$ cat src/rtl/store_buffer.sv
// store_buffer: DEPTH-entry circular store FIFO draining to data memory, with per-byte
// youngest-entry load forwarding. Optional store coalescing is compiled in by SB_COALESCE_EN.
// Latency: an accepted store becomes visible to forwarding and drain on the next cycle.
// The drain write and all forwarding results are combinational from the current contents.
// Backpressure: st_ready is derived from registered occupancy, so a same-cycle pop never raises it.
// A merge-capable store is still accepted when full. The drain waits while mem_grant is low.
module store_buffer #(
   parameter int DEPTH = 4
) (
   input  logic                     clk,
   input  logic                     reset,
   input  logic                     st_valid,
   input  logic [31:0]              st_addr,
   input  logic [31:0]              st_data,
   input  logic [3:0]               st_byte_en,
   output logic                     st_ready,
   input  logic [31:0]              ld_addr,
   input  logic [3:0]               ld_byte_en,
   output logic                     ld_hit,
   output logic                     ld_conflict,
   output logic [31:0]              ld_data,
   input  logic                     mem_grant,
   output logic                     mem_we,
   output logic [31:0]              mem_addr,
   output logic [31:0]              mem_wdata,
   output logic [3:0]               mem_byte_en,
   output logic                     sb_empty,
   output logic [$clog2(DEPTH):0]   sb_count
);

   localparam int PW = $clog2(DEPTH);
   localparam int CW = PW + 1;
   localparam logic [PW-1:0] PTR_ONE  = PW'(1);
   localparam logic [CW-1:0] CNT_ONE  = CW'(1);
   localparam logic [CW-1:0] CNT_FULL = CW'(DEPTH);

   // Entry storage; only slots between head and tail carry meaning.
   logic [31:0]   ent_addr [DEPTH];
   logic [31:0]   ent_data [DEPTH];
   logic [3:0]    ent_be   [DEPTH];

   logic [PW-1:0] head;
   logic [PW-1:0] tail;
   logic          pop;
   logic          alloc;

   // Forwarding intermediates.
   logic [3:0]    fwd_be;
   logic [31:0]   fwd_data;
   logic [3:0]    covered;

   // Only the word index bits of a load address take part in matching.
   logic          ld_addr_unused;
   assign ld_addr_unused = ^{ld_addr[31:14], ld_addr[1:0]};

   assign sb_empty = (sb_count == '0);

   // Drain port: head entry goes out whenever the memory grants the write port.
   assign pop         = !sb_empty && mem_grant;
   assign mem_we      = pop;
   assign mem_addr    = sb_empty ? 32'h0 : ent_addr[head];
   assign mem_wdata   = sb_empty ? 32'h0 : ent_data[head];
   assign mem_byte_en = sb_empty ? 4'h0  : ent_be[head];

`ifdef SB_COALESCE_EN
   logic [PW-1:0] youngest;
   logic          merge_ok;
   logic          merge;

   // A store may fold into the youngest entry when it targets the same word,
   // unless that entry is the head being written to memory this very cycle.
   assign youngest = tail - PTR_ONE;
   assign merge_ok = !sb_empty
                     && (ent_addr[youngest][13:2] == st_addr[13:2])
                     && !(pop && (sb_count == CNT_ONE));
   assign st_ready = (sb_count < CNT_FULL) || merge_ok;
   assign merge    = st_valid && merge_ok;
   assign alloc    = st_valid && st_ready && !merge_ok;
`else
   assign st_ready = (sb_count < CNT_FULL);
   assign alloc    = st_valid && st_ready;
`endif

   // Pointer and occupancy bookkeeping; reset discards everything pending.
   always_ff @(posedge clk) begin
      if (!reset) begin
         head     <= '0;
         tail     <= '0;
         sb_count <= '0;
      end else begin
         if (pop) begin
            head <= head + PTR_ONE;
         end
         if (alloc) begin
            tail <= tail + PTR_ONE;
         end
         case ({alloc, pop})
            2'b10:   sb_count <= sb_count + CNT_ONE;
            2'b01:   sb_count <= sb_count - CNT_ONE;
            default: sb_count <= sb_count;
         endcase
      end
   end

   // Entry payload writes: new allocation at tail, or lane merge into the youngest entry.
   always_ff @(posedge clk) begin
      if (reset) begin
         if (alloc) begin
            ent_addr[tail] <= st_addr;
            ent_data[tail] <= st_data;
            ent_be[tail]   <= st_byte_en;
         end
`ifdef SB_COALESCE_EN
         if (merge) begin
            for (int b = 0; b < 4; b++) begin
               if (st_byte_en[b]) begin
                  ent_data[youngest][8*b +: 8] <= st_data[8*b +: 8];
               end
            end
            ent_be[youngest] <= ent_be[youngest] | st_byte_en;
         end
`endif
      end
   end

   // Per-lane forwarding: walk entries oldest to youngest so the youngest match wins.
   always_comb begin
      fwd_be   = 4'h0;
      fwd_data = 32'h0;
      for (int a = 0; a < DEPTH; a++) begin
         if ((CW'(a) < sb_count)
             && (ent_addr[head + PW'(a)][13:2] == ld_addr[13:2])) begin
            for (int b = 0; b < 4; b++) begin
               if (ent_be[head + PW'(a)][b]) begin
                  fwd_be[b]          = 1'b1;
                  fwd_data[8*b +: 8] = ent_data[head + PW'(a)][8*b +: 8];
               end
            end
         end
      end
   end

   // Load result classification; only requested lanes are returned.
   always_comb begin
      covered     = fwd_be & ld_byte_en;
      ld_hit      = (ld_byte_en != 4'h0) && (covered == ld_byte_en);
      ld_conflict = (covered != 4'h0) && (covered != ld_byte_en);
      ld_data     = 32'h0;
      for (int b = 0; b < 4; b++) begin
         if (covered[b]) begin
            ld_data[8*b +: 8] = fwd_data[8*b +: 8];
         end
      end
   end

endmodule

$ cat config.mk
export PLATFORM = sky130hd
export DESIGN_NAME = store_buffer
export DESIGN_NICKNAME = d
export VERILOG_FILES = /design/src/rtl/store_buffer.sv
export SDC_FILE = /design/constraint.sdc
export NUM_CORES = 1
export LEC_CHECK = 0
export CELL_PAD_IN_SITES_DETAIL_PLACEMENT = 1
export CELL_PAD_IN_SITES_GLOBAL_PLACEMENT = 2
export CORE_MARGIN = 2
export CORE_UTILIZATION = 28
export CTS_CLUSTER_SIZE = 40
export DETAILED_ROUTE_END_ITERATION = 8
export PLACE_DENSITY_LB_ADDON = 0.12
export SLEW_MARGIN = 20
export SYNTH_ARGS = -nofsm -noshare
export SYNTH_HDL_FRONTEND = slang
export SYNTH_SLANG_ARGS = --single-unit
$ cat constraint.sdc
create_clock -name clk -period 8.1 [get_ports clk]
set_input_delay 2.43 -clock clk [delete_from_list [all_inputs] [get_ports clk]]
set_output_delay 2.43 -clock clk [all_outputs]
set_load 0.02 [all_outputs]
==> results of run 1 <==
## worst reg2reg max path: stages (launching register included)
cell and delay (ps):
dfxtp_4 820, buf_4 660, buf_4 790, nand2_1 200, xnor2_1 160, and2_1 190
## layer usage
metal,global-route usage,vias to the layer above
li1,-,4959
met1,0.2103,5549
met2,0.2957,189
met3,0.03128,56
met4,0.03999,2
met5,0,-
## flip-flops by register name, indices dropped and copies added (netlist names), named ones only
name,count
ent_data,128
tail,2
ent_addr,128
sb_count,3
ent_be,16
head,2
## through the flow
stage,instances,instance area (um^2),utilization,total power [W]
6_report,2167,20670,0.3652,0.005835
5_1_grt,2167,20670,0.3652,0.006152
4_1_cts,2166,20650,0.3649,0.005959
3_5_place_dp,2099,19510,0.3446,0.004371
3_3_place_gp,2099,19510,0.3446,0.004359
2_1_floorplan,1141,16100,-,0.003453
## cells in the mapped netlist (9+ instances only)
cell type    n  area (um^2)
nand2_1    101        379.1
buf_1       10        37.54
mux4_2     116         2613
nor2b_1     74        462.9
ha_1         9        112.6
nor2_1      55        206.5
o221ai_1    16        140.1
o21ai_0     35        175.2
clkbuf_1    39        146.4
mux2_2      36        405.4
xnor2_1     38        332.8
o211ai_1    13        97.59
buf_2       24        120.1
nand3_1     17        85.08
dfxtp_1      9        180.2
a211o_1      9        78.83
edfxtp_1   272         8168
a21oi_1     54        270.3
xor2_1      19        166.4
mux2i_1     94        940.9
## power groups by stage
stage          combinational (W)  sequential [W]  clock, W
2_1_floorplan            0.00169         0.00176         0
3_3_place_gp             0.00248         0.00188         0
3_5_place_dp             0.00248         0.00189         0
4_1_cts                  0.00251         0.00186   0.00160
5_1_grt                  0.00264         0.00187   0.00164
6_report                 0.00244         0.00185   0.00155
## cell type report
| cell class | count | share of cell area |
|---|---|---|
| Tap cell | 756 | 0.04575 |
| Timing Repair Buffer | 290 | 0.1359 |
| Multi-Input combinational cell | 766 | 0.3569 |
| Sequential cell | 281 | 0.4045 |
| Clock buffer | 46 | 0.04642 |
| Clock inverter | 19 | 0.008715 |
| Inverter | 8 | 0.001695 |
| Antenna cell | 1 | 0.0001210 |
## kinds of logic after synthesis
logic type | Yosys count | share of synthesized area
compound gates | 157 | 0.06995
xor+xnor | 58 | 0.03202
fa+ha+maj | 9 | 0.006995
buf+inv | 94 | 0.02899
flops | 281 | 0.5186
mux | 246 | 0.2459
simple gates | 296 | 0.09754
## layout by cell type (no fill, tap or decap), types with 4 or more instances in the layout
cell             netlist  routed
buf_12                 0      14
xnor2_1               38      38
and2_1                 4       4
nor3_2                 4       6
o211ai_1              13      13
mux4_2               116     116
nand2_1              101     101
o41ai_4                4       4
nand3_1               17      17
nor2_1                55      55
clkinv_2               0       5
o21ai_0               35      35
clkinv_1               0       4
a21oi_1               54      54
nor2b_1               74      73
ha_1                   9       9
inv_1                  7       7
dfxtp_4                0       4
o221ai_1              16      16
edfxtp_1             272     272
a211o_1                9       9
xor2_1                19      17
nor4_1                 6       6
buf_4                  6      81
dlygate4sd2_1          0      28
mux2i_1               94      94
clkbuf_1              39       9
mux2_2                36      36
nor3_1                 6       4
clkdlybuf4s50_1        0     159
clkinvlp_4             0       4
and3_4                 0       4
dfxtp_1                9       5
a221oi_1               8       8
clkbuf_16              0      37
## timing repair
item | in CTS | in global routing
resized for setup | 39 | 9
gates cloned | 0 | 0
pin swaps | 3 | 1
setup buffers | 2 | 0
setup endpoints to repair | 31 | 11
## worst max-delay path by stage
| stage | end | slack [ps] | cells past startpoint |
|---|---|---|---|
| final | ld_data[6] | 130 | 13 |
| after CTS | ld_conflict | -0.7 | 13 |
| after global placement | ld_data[4] | -220 | 12 |
| after detailed placement | ld_data[4] | -230 | 12 |
| after global routing | ld_data[12] | 2 | 13 |
| after floorplan | ld_data[0] | 850 | 10 |
==> flow_summary.rst, run 1 <==
.. list-table::
   :header-rows: 1

   * - Metric
     - Value
   * - Total of buffers placed on input and output ports
     - 195
   * - Hold Path Stages
     - 4
   * - Flop pwr share
     - 0.317
   * - Final-layout worst hold slack
     - 695.4 ps
   * - Maximum cell stage delay along the critical path
     - 620 ps
   * - Critical Path Start Type
     - input port
   * - Via count of the first global-routing pass
     - 11750
   * - Drt initial violations
     - 508
   * - Vertical die dimension
     - 243.8 um
   * - Internal portion of total power
     - 0.003771 W
   * - Pwr dens
     - 282.2 nW/um^2
   * - Most used cell along the critical path
     - buf_4
   * - Max-cap viol count
     - 0
   * - Run status
     - finished clean
   * - Tightest Hold Check Type
     - reg2reg
   * - Clock slew at reported path FFs
     - 60 ps
   * - Reg-to-reg slack, setup
     - 5180 ps
   * - I/O pin total
     - 216
   * - Final-layout setup total negative slack
     - 0 ps
   * - Count of nets after finishing
     - 1501
   * - Async SR Flop Fraction
     - 0
   * - Synthesized netlist cell count
     - 1141
   * - IR Drop Worst-Case VDD
     - 155.6 uV
   * - Avg Vias per Cell
     - 4.963
   * - Clock tree from TritonCTS
     - built
   * - Routed Wire Length
     - 49.89 mm
   * - Cell chosen for the clock root
     - clkbuf_16
   * - Initial Utilization
     - 0.2844
   * - Area taken by multi-input logic gates
     - 7378 um^2
   * - Critical Path Fanout Max
     - 9
   * - Floorplan row count
     - 87
   * - Final period util
     - 0.9836
   * - Worst Skew
     - 14.30 ps
   * - Post-Place Setup Slack
     - -226.8 ps
   * - Antenna violations before repair
     - 2
   * - Met1 layer wirelength in the final routing
     - 21.77 mm
   * - Setup repair after global routing missed its margin
     - false
   * - FF/Latch Area
     - 8363 um^2
   * - Rel. slew slack
     - 0.4192
   * - Clock buffer count from CTS
     - 37
   * - DR WL met2
     - 25.37 mm
   * - Number of cells on the worst reg-to-reg path
     - 5
   * - Post-synthesis instance area
     - 16100 um^2
   * - Maximum level of the CTS H-tree
     - 2
   * - Relative area change from synthesis to final layout
     - 28.42%
   * - CP bufs+invs
     - 7
   * - Via count
     - 10755
   * - Slew at the pin closest to its max-slew limit
     - 871.2 ps
   * - Number of slew-limit violations in the final report
     - 0
   * - Timing-limited maximum frequency
     - 0.1255 GHz
   * - DRC viols
     - 0
   * - Number of flip-flops and latches in the synthesized netlist
     - 281
   * - Clock net sink count
     - 281
   * - Net count of the mapped netlist
     - 1258
   * - Largest buffer count on any clock path
     - 3
   * - Origin of the worst min-delay path
     - tail[1]
   * - Data arrival time of the critical path
     - 5540 ps
   * - Setup slack after layout
     - 132.5 ps
   * - Global-route usage over all layers
     - 0.1672
   * - Launching element of the worst setup path
     - ld_addr[5]
   * - Dominant delay contributor by cell family on the critical path
     - buffers and inverters
   * - Primary flip-flop cell chosen by synthesis mapping
     - edfxtp_1
   * - Power spent charging and discharging nets
     - 0.002064 W
   * - Antenna viol nets, final
     - 0
   * - Synth cell types
     - 62
   * - Warnings, synthesis
     - 0
   * - Switching part of the total power
     - 0.3537
   * - Clock insertion delay at the later pin of the skew report
     - 550 ps
   * - Count of final setup violators
     - 0
   * - Number of hold buffers added after cts
     - 0
   * - Detailed-routed wire length on met3
     - 1.896 mm
   * - Number of hold violations in the final report
     - 0
   * - Global-route congestion overflow total
     - 0
   * - Core footprint
     - 56600 um^2
   * - Uppermost metal layer occupied by signal nets
     - met5
   * - Leakage dissipation
     - 6.450 nW
   * - Crit end category
     - output pin
   * - Number of flops mapped to enable cells by yosys
     - 272
   * - Min-Delay Endpoint
     - tail[1]
   * - Post-synthesis average cell area
     - 14.11 um^2
   * - Critical setup path kind
     - in2out
   * - Fillers
     - 5926
   * - Critical Path, Cell by Cell
     - clkdlybuf4s50_1 > xnor2_1 > buf_4 > nor3_2 > o2111ai_4 > buf_4 > a211oi_4 > buf_12 > buf_4 > o41ai_4 > a221oi_1 > buf_4 > dlygate4sd2_1
   * - Sequential element share of the synthesized area
     - 0.5186
   * - Worst Path Required
     - 5670 ps
   * - Final routed wire length divided by cell count
     - 23.02 um
   * - Largest net degree at the start of global routing
     - 67
   * - Combinational fraction of design power
     - 0.418
   * - Wire length of the first global-routing pass
     - 75.02 mm
   * - Slowest cell on the critical path
     - o41ai_4
   * - Total half-perimeter wirelength after legalization and detailed placement
     - 33.15 mm
   * - Fraction of layout cells with a size suffix above 1
     - 0.2475
   * - Die boundary width
     - 243.8 um
   * - Beginning of the worst register-to-register path
     - head[0]
   * - Fraction of power consumed by the clock network
     - 0.265
   * - Die Outline Area
     - 59430 um^2
   * - GP Congestion
     - 0.7435
   * - Count of TritonRoute iterations in the first routing pass
     - 5
   * - Final Critical Period
     - 7967 ps
No activity file was read; power rests on OpenSTA's default activity.
==> run 2, diff against run 1 <==
--- a/config.mk
+++ b/config.mk
@@ -5,6 +5,7 @@
 export SDC_FILE = /design/constraint.sdc
 export NUM_CORES = 1
 export LEC_CHECK = 0
+export ABC_CLOCK_PERIOD_IN_PS = 8100
 export CELL_PAD_IN_SITES_DETAIL_PLACEMENT = 1
 export CELL_PAD_IN_SITES_GLOBAL_PLACEMENT = 2
 export CORE_MARGIN = 2
==> results of run 2 <==
The final DEF is identical to that of run 1; final timing and power are the same.
==> run 3, diff against run 2 <==
--- a/config.mk
+++ b/config.mk
@@ -5,7 +5,7 @@
 export SDC_FILE = /design/constraint.sdc
 export NUM_CORES = 1
 export LEC_CHECK = 0
-export ABC_CLOCK_PERIOD_IN_PS = 8100
+export ABC_AREA = 1
 export CELL_PAD_IN_SITES_DETAIL_PLACEMENT = 1
 export CELL_PAD_IN_SITES_GLOBAL_PLACEMENT = 2
 export CORE_MARGIN = 2
@@ -17,3 +17,4 @@
 export SYNTH_ARGS = -nofsm -noshare
 export SYNTH_HDL_FRONTEND = slang
 export SYNTH_SLANG_ARGS = --single-unit
+export TNS_END_PERCENT = 50
==> run 3 against run 2 <==
Effect of this change:
- sequential power is 4% lower
- via count is 46% higher
- hold slack worse by 160 ps
- synthesized cell count is 89% higher
- power is 11% higher
- non-clock buffer count is 27 lower
- wire length is 33% higher
- critical path depth is 2 higher
- largest cell class unchanged
- sequential share of layout area is 0.90 points lower
==> flow_summary.rst, run 3 <==
.. list-table::
   :header-rows: 1

   * - Metric
     - Value
   * - Via count
     - 15730
   * - Largest net degree at the start of global routing
     - 82
   * - Post-synthesis mux area share
     - 0.008283
   * - Number of flip-flops and latches in the synthesized netlist
     - 281
   * - Slew at the pin closest to its max-slew limit
     - 1092 ps
   * - Critical Path Fanout Max
     - 7
   * - Inst Count DP
     - 3079
   * - Critical Path Start Type
     - input port
   * - Data arrival time of the critical path
     - 5480 ps
   * - Rel. slew slack
     - 0.2700
   * - Post-synth top cells
     - nand2_1, edfxtp_1, nor2_1
   * - Top-area cell type share of the netlist area
     - 0.4828
   * - Leading cell types in the layout, fill and taps excluded
     - nand2_1, edfxtp_1, nor2_1
   * - Clock insertion delay at the later pin of the skew report
     - 580 ps
   * - Synth cell types
     - 42
   * - Synthesized-area fraction occupied by adder cells
     - 0.006656
   * - Async SR Flop Fraction
     - 0
   * - Synthesized-area fraction occupied by ao, oa, aoi and oai cells
     - 0.1576
   * - Setup repair after global routing missed its margin
     - false
   * - Primary flip-flop cell chosen by synthesis mapping
     - edfxtp_1
   * - Post-synthesis average cell area
     - 7.836 um^2
   * - CP bufs+invs
     - 6
   * - Post-synthesis instance area
     - 16920 um^2
   * - Setup slack after layout
     - 195.0 ps
   * - Number of flops mapped to enable cells by yosys
     - 272
   * - Worst Path Required
     - 5670 ps
   * - IR Drop Worst-Case VDD
     - 159.0 uV
   * - Final-layout setup total negative slack
     - 0 ps
   * - Worst Skew
     - 19.24 ps
   * - Timing-limited maximum frequency
     - 0.1265 GHz
   * - Die Outline Area
     - 62410 um^2
   * - Clock slew at reported path FFs
     - 60 ps
   * - Count of final setup violators
     - 0
   * - Share of synthesized cell area in and, or, nand and nor gates
     - 0.2525
   * - Initial Utilization
     - 0.2819
   * - Total of buffers placed on input and output ports
     - 195
   * - Number of hold violations in the final report
     - 0
   * - Number of slew-limit violations in the final report
     - 0
   * - Leakage dissipation
     - 8.564 nW
   * - Avg Vias per Cell
     - 4.989
   * - Main combinational cell family by area after synthesis
     - simple AND/OR/NAND/NOR gates
   * - Via count of the first global-routing pass
     - 16517
   * - Antenna viol nets, final
     - 0
   * - Routed Wire Length
     - 66.17 mm
   * - Wire length of the first global-routing pass
     - 99.90 mm
   * - Largest buffer count on any clock path
     - 3
   * - Leading cell types by total area after synthesis
     - edfxtp_1, nand2_1, nor2_1, o21ai_0, a21oi_1
   * - Net count of the mapped netlist
     - 2276
   * - Count of TritonRoute iterations in the first routing pass
     - 4
   * - Global-route congestion overflow total
     - 0
   * - Antenna violations before repair
     - 3
   * - Sequential element share of the synthesized area
     - 0.4934
   * - Clock tree from TritonCTS
     - built
   * - Final standard cell count with taps included and fillers excluded
     - 3153
   * - DRC viols
     - 0
   * - Synthesized-area fraction occupied by xor and xnor cells
     - 0.001035
   * - Maximum cell stage delay along the critical path
     - 680 ps
   * - Final period util
     - 0.9759
   * - Pwr Total
     - 0.006501 W
   * - Launching element of the worst setup path
     - ld_addr[11]
   * - Total half-perimeter wirelength after legalization and detailed placement
     - 43.38 mm
   * - Core footprint
     - 60020 um^2
   * - Largest registers
     - ent_addr (128), ent_data (128), ent_be (16)
   * - Run status
     - finished clean
   * - Most common cell after layout, fill and taps aside
     - nand2_1
   * - Fillers
     - 7152
   * - Die boundary width
     - 249.8 um
   * - Final Critical Period
     - 7905 ps
   * - Most common cell in the netlist
     - nand2_1
   * - Final-layout worst hold slack
     - 536.2 ps
   * - Cell chosen for the clock root
     - clkbuf_16
   * - GP Congestion
     - 0.7856
   * - Fraction of layout cells with a size suffix above 1
     - 0.06461
   * - Clock buffer count from CTS
     - 37
   * - Post-Place Setup Slack
     - 138.3 ps
   * - Final routed wire length divided by cell count
     - 20.99 um
   * - Vertical die dimension
     - 249.8 um
   * - Pwr dens
     - 307.8 nW/um^2
   * - Critical setup path kind
     - in2out
   * - Global-route usage over all layers
     - 0.2098
   * - Drt initial violations
     - 770
   * - I/O pin total
     - 216
   * - Relative area change from synthesis to final layout
     - 24.86%
   * - Cell taking the most area after synthesis
     - edfxtp_1
   * - Beginning of the worst register-to-register path
     - sb_count[2]
   * - Maximum level of the CTS H-tree
     - 2
   * - Clock net sink count
     - 281
   * - Origin of the worst min-delay path
     - tail[1]
   * - Floorplan row count
     - 90
   * - Crit end category
     - output pin
   * - Tightest Hold Check Type
     - reg2reg
   * - Max-cap viol count
     - 0
   * - Synthesized netlist cell count
     - 2159
   * - Warnings, synthesis
     - 0
   * - Slowest cell on the critical path
     - clkdlybuf4s50_1
   * - Count of nets after finishing
     - 2460
   * - Critical Path, Cell by Cell
     - clkdlybuf4s50_1 > inv_1 > nand3_1 > nand2_1 > nand3b_1 > nor2_1 > buf_4 > nand3_1 > inv_1 > nand2_1 > buf_4 > nor2_1 > o21ai_1 > a21oi_1 > clkdlybuf4s50_1
   * - Dominant delay contributor by cell family on the critical path
     - buffers and inverters
==> run 3: cell count changes in the layout (fill, tap and decap cells not counted), sizes merged, moves of 100 or more <==
cell	previous run	this run
nand2	101	663
nor2	55	261
inv	9	205
o21ai	35	200
mux4	116	0
a21oi	55	158
nand3	18	118
==> run 3: repair_timing <==
item | 4_1_cts | 5_1_grt
hold buffers | 0 | 0
setup endpoints to repair | 0 | 20
buffers inserted | 0 | 6
resized for setup | 0 | 7
==> run 3: final cells by class <==
type                       instances  area [um^2]  area share
sequential                       281         8356      0.3955
inverter                         210        802.0     0.03797
tap                              782        978.4     0.04632
timing repair buffer             263         2587      0.1225
multi-input combinational       1550         7251      0.3432
antenna                            3        7.507   0.0003554
clock inverter                    17        178.9    0.008470
clock buffer                      47        963.4     0.04561
==> run 3: through the flow <==
step	area (um^2)	util
2_1_floorplan	16920	-
3_3_place_gp	19840	0.3306
3_5_place_dp	19840	0.3306
4_1_cts	20990	0.3496
5_1_grt	21120	0.3519
6_report	21120	0.3519
==> run 3: final timing paths <==
path / to / slack (ps) / depth (start not counted)
worst max-delay path: ld_data[12] / 190 / 15
worst min-delay path: tail[1] / 540 / 2
worst max register to register: ent_data[0][14] / 5450 / 4
worst min register to register: tail[1] / 540 / 2
==> run 3: power by group <==
group / switching (W) / internal [W]
Clock: 0.000660 / 0.000884
Combinational: 0.00217 / 0.00102
Sequential: 0.0000799 / 0.00169
==> run 3: worst min-delay path: stages (launching register included) <==
cell,delay (ps)
dfxtp_1,320
inv_1,100
a21oi_1,70
==> run 3: kinds of logic after synthesis <==
logic type               Yosys count
AND/OR/NAND/NOR                 1059
AO/OA/AOI/OAI                    466
buffers and inverters            328
multiplexers                      14
flip-flops                       281
adder cells (fa/ha/maj)            9
XOR/XNOR                           2
==> run 3: layer usage <==
layer / global-route usage / part of all wire / vias to the layer above
li1: - / - / 7634
met5: 0 / 0 / -
met4: 0.06213 / 0.024 / 0
met2: 0.3618 / 0.48 / 273
met1: 0.2737 / 0.46 / 7734
met3: 0.02722 / 0.032 / 89
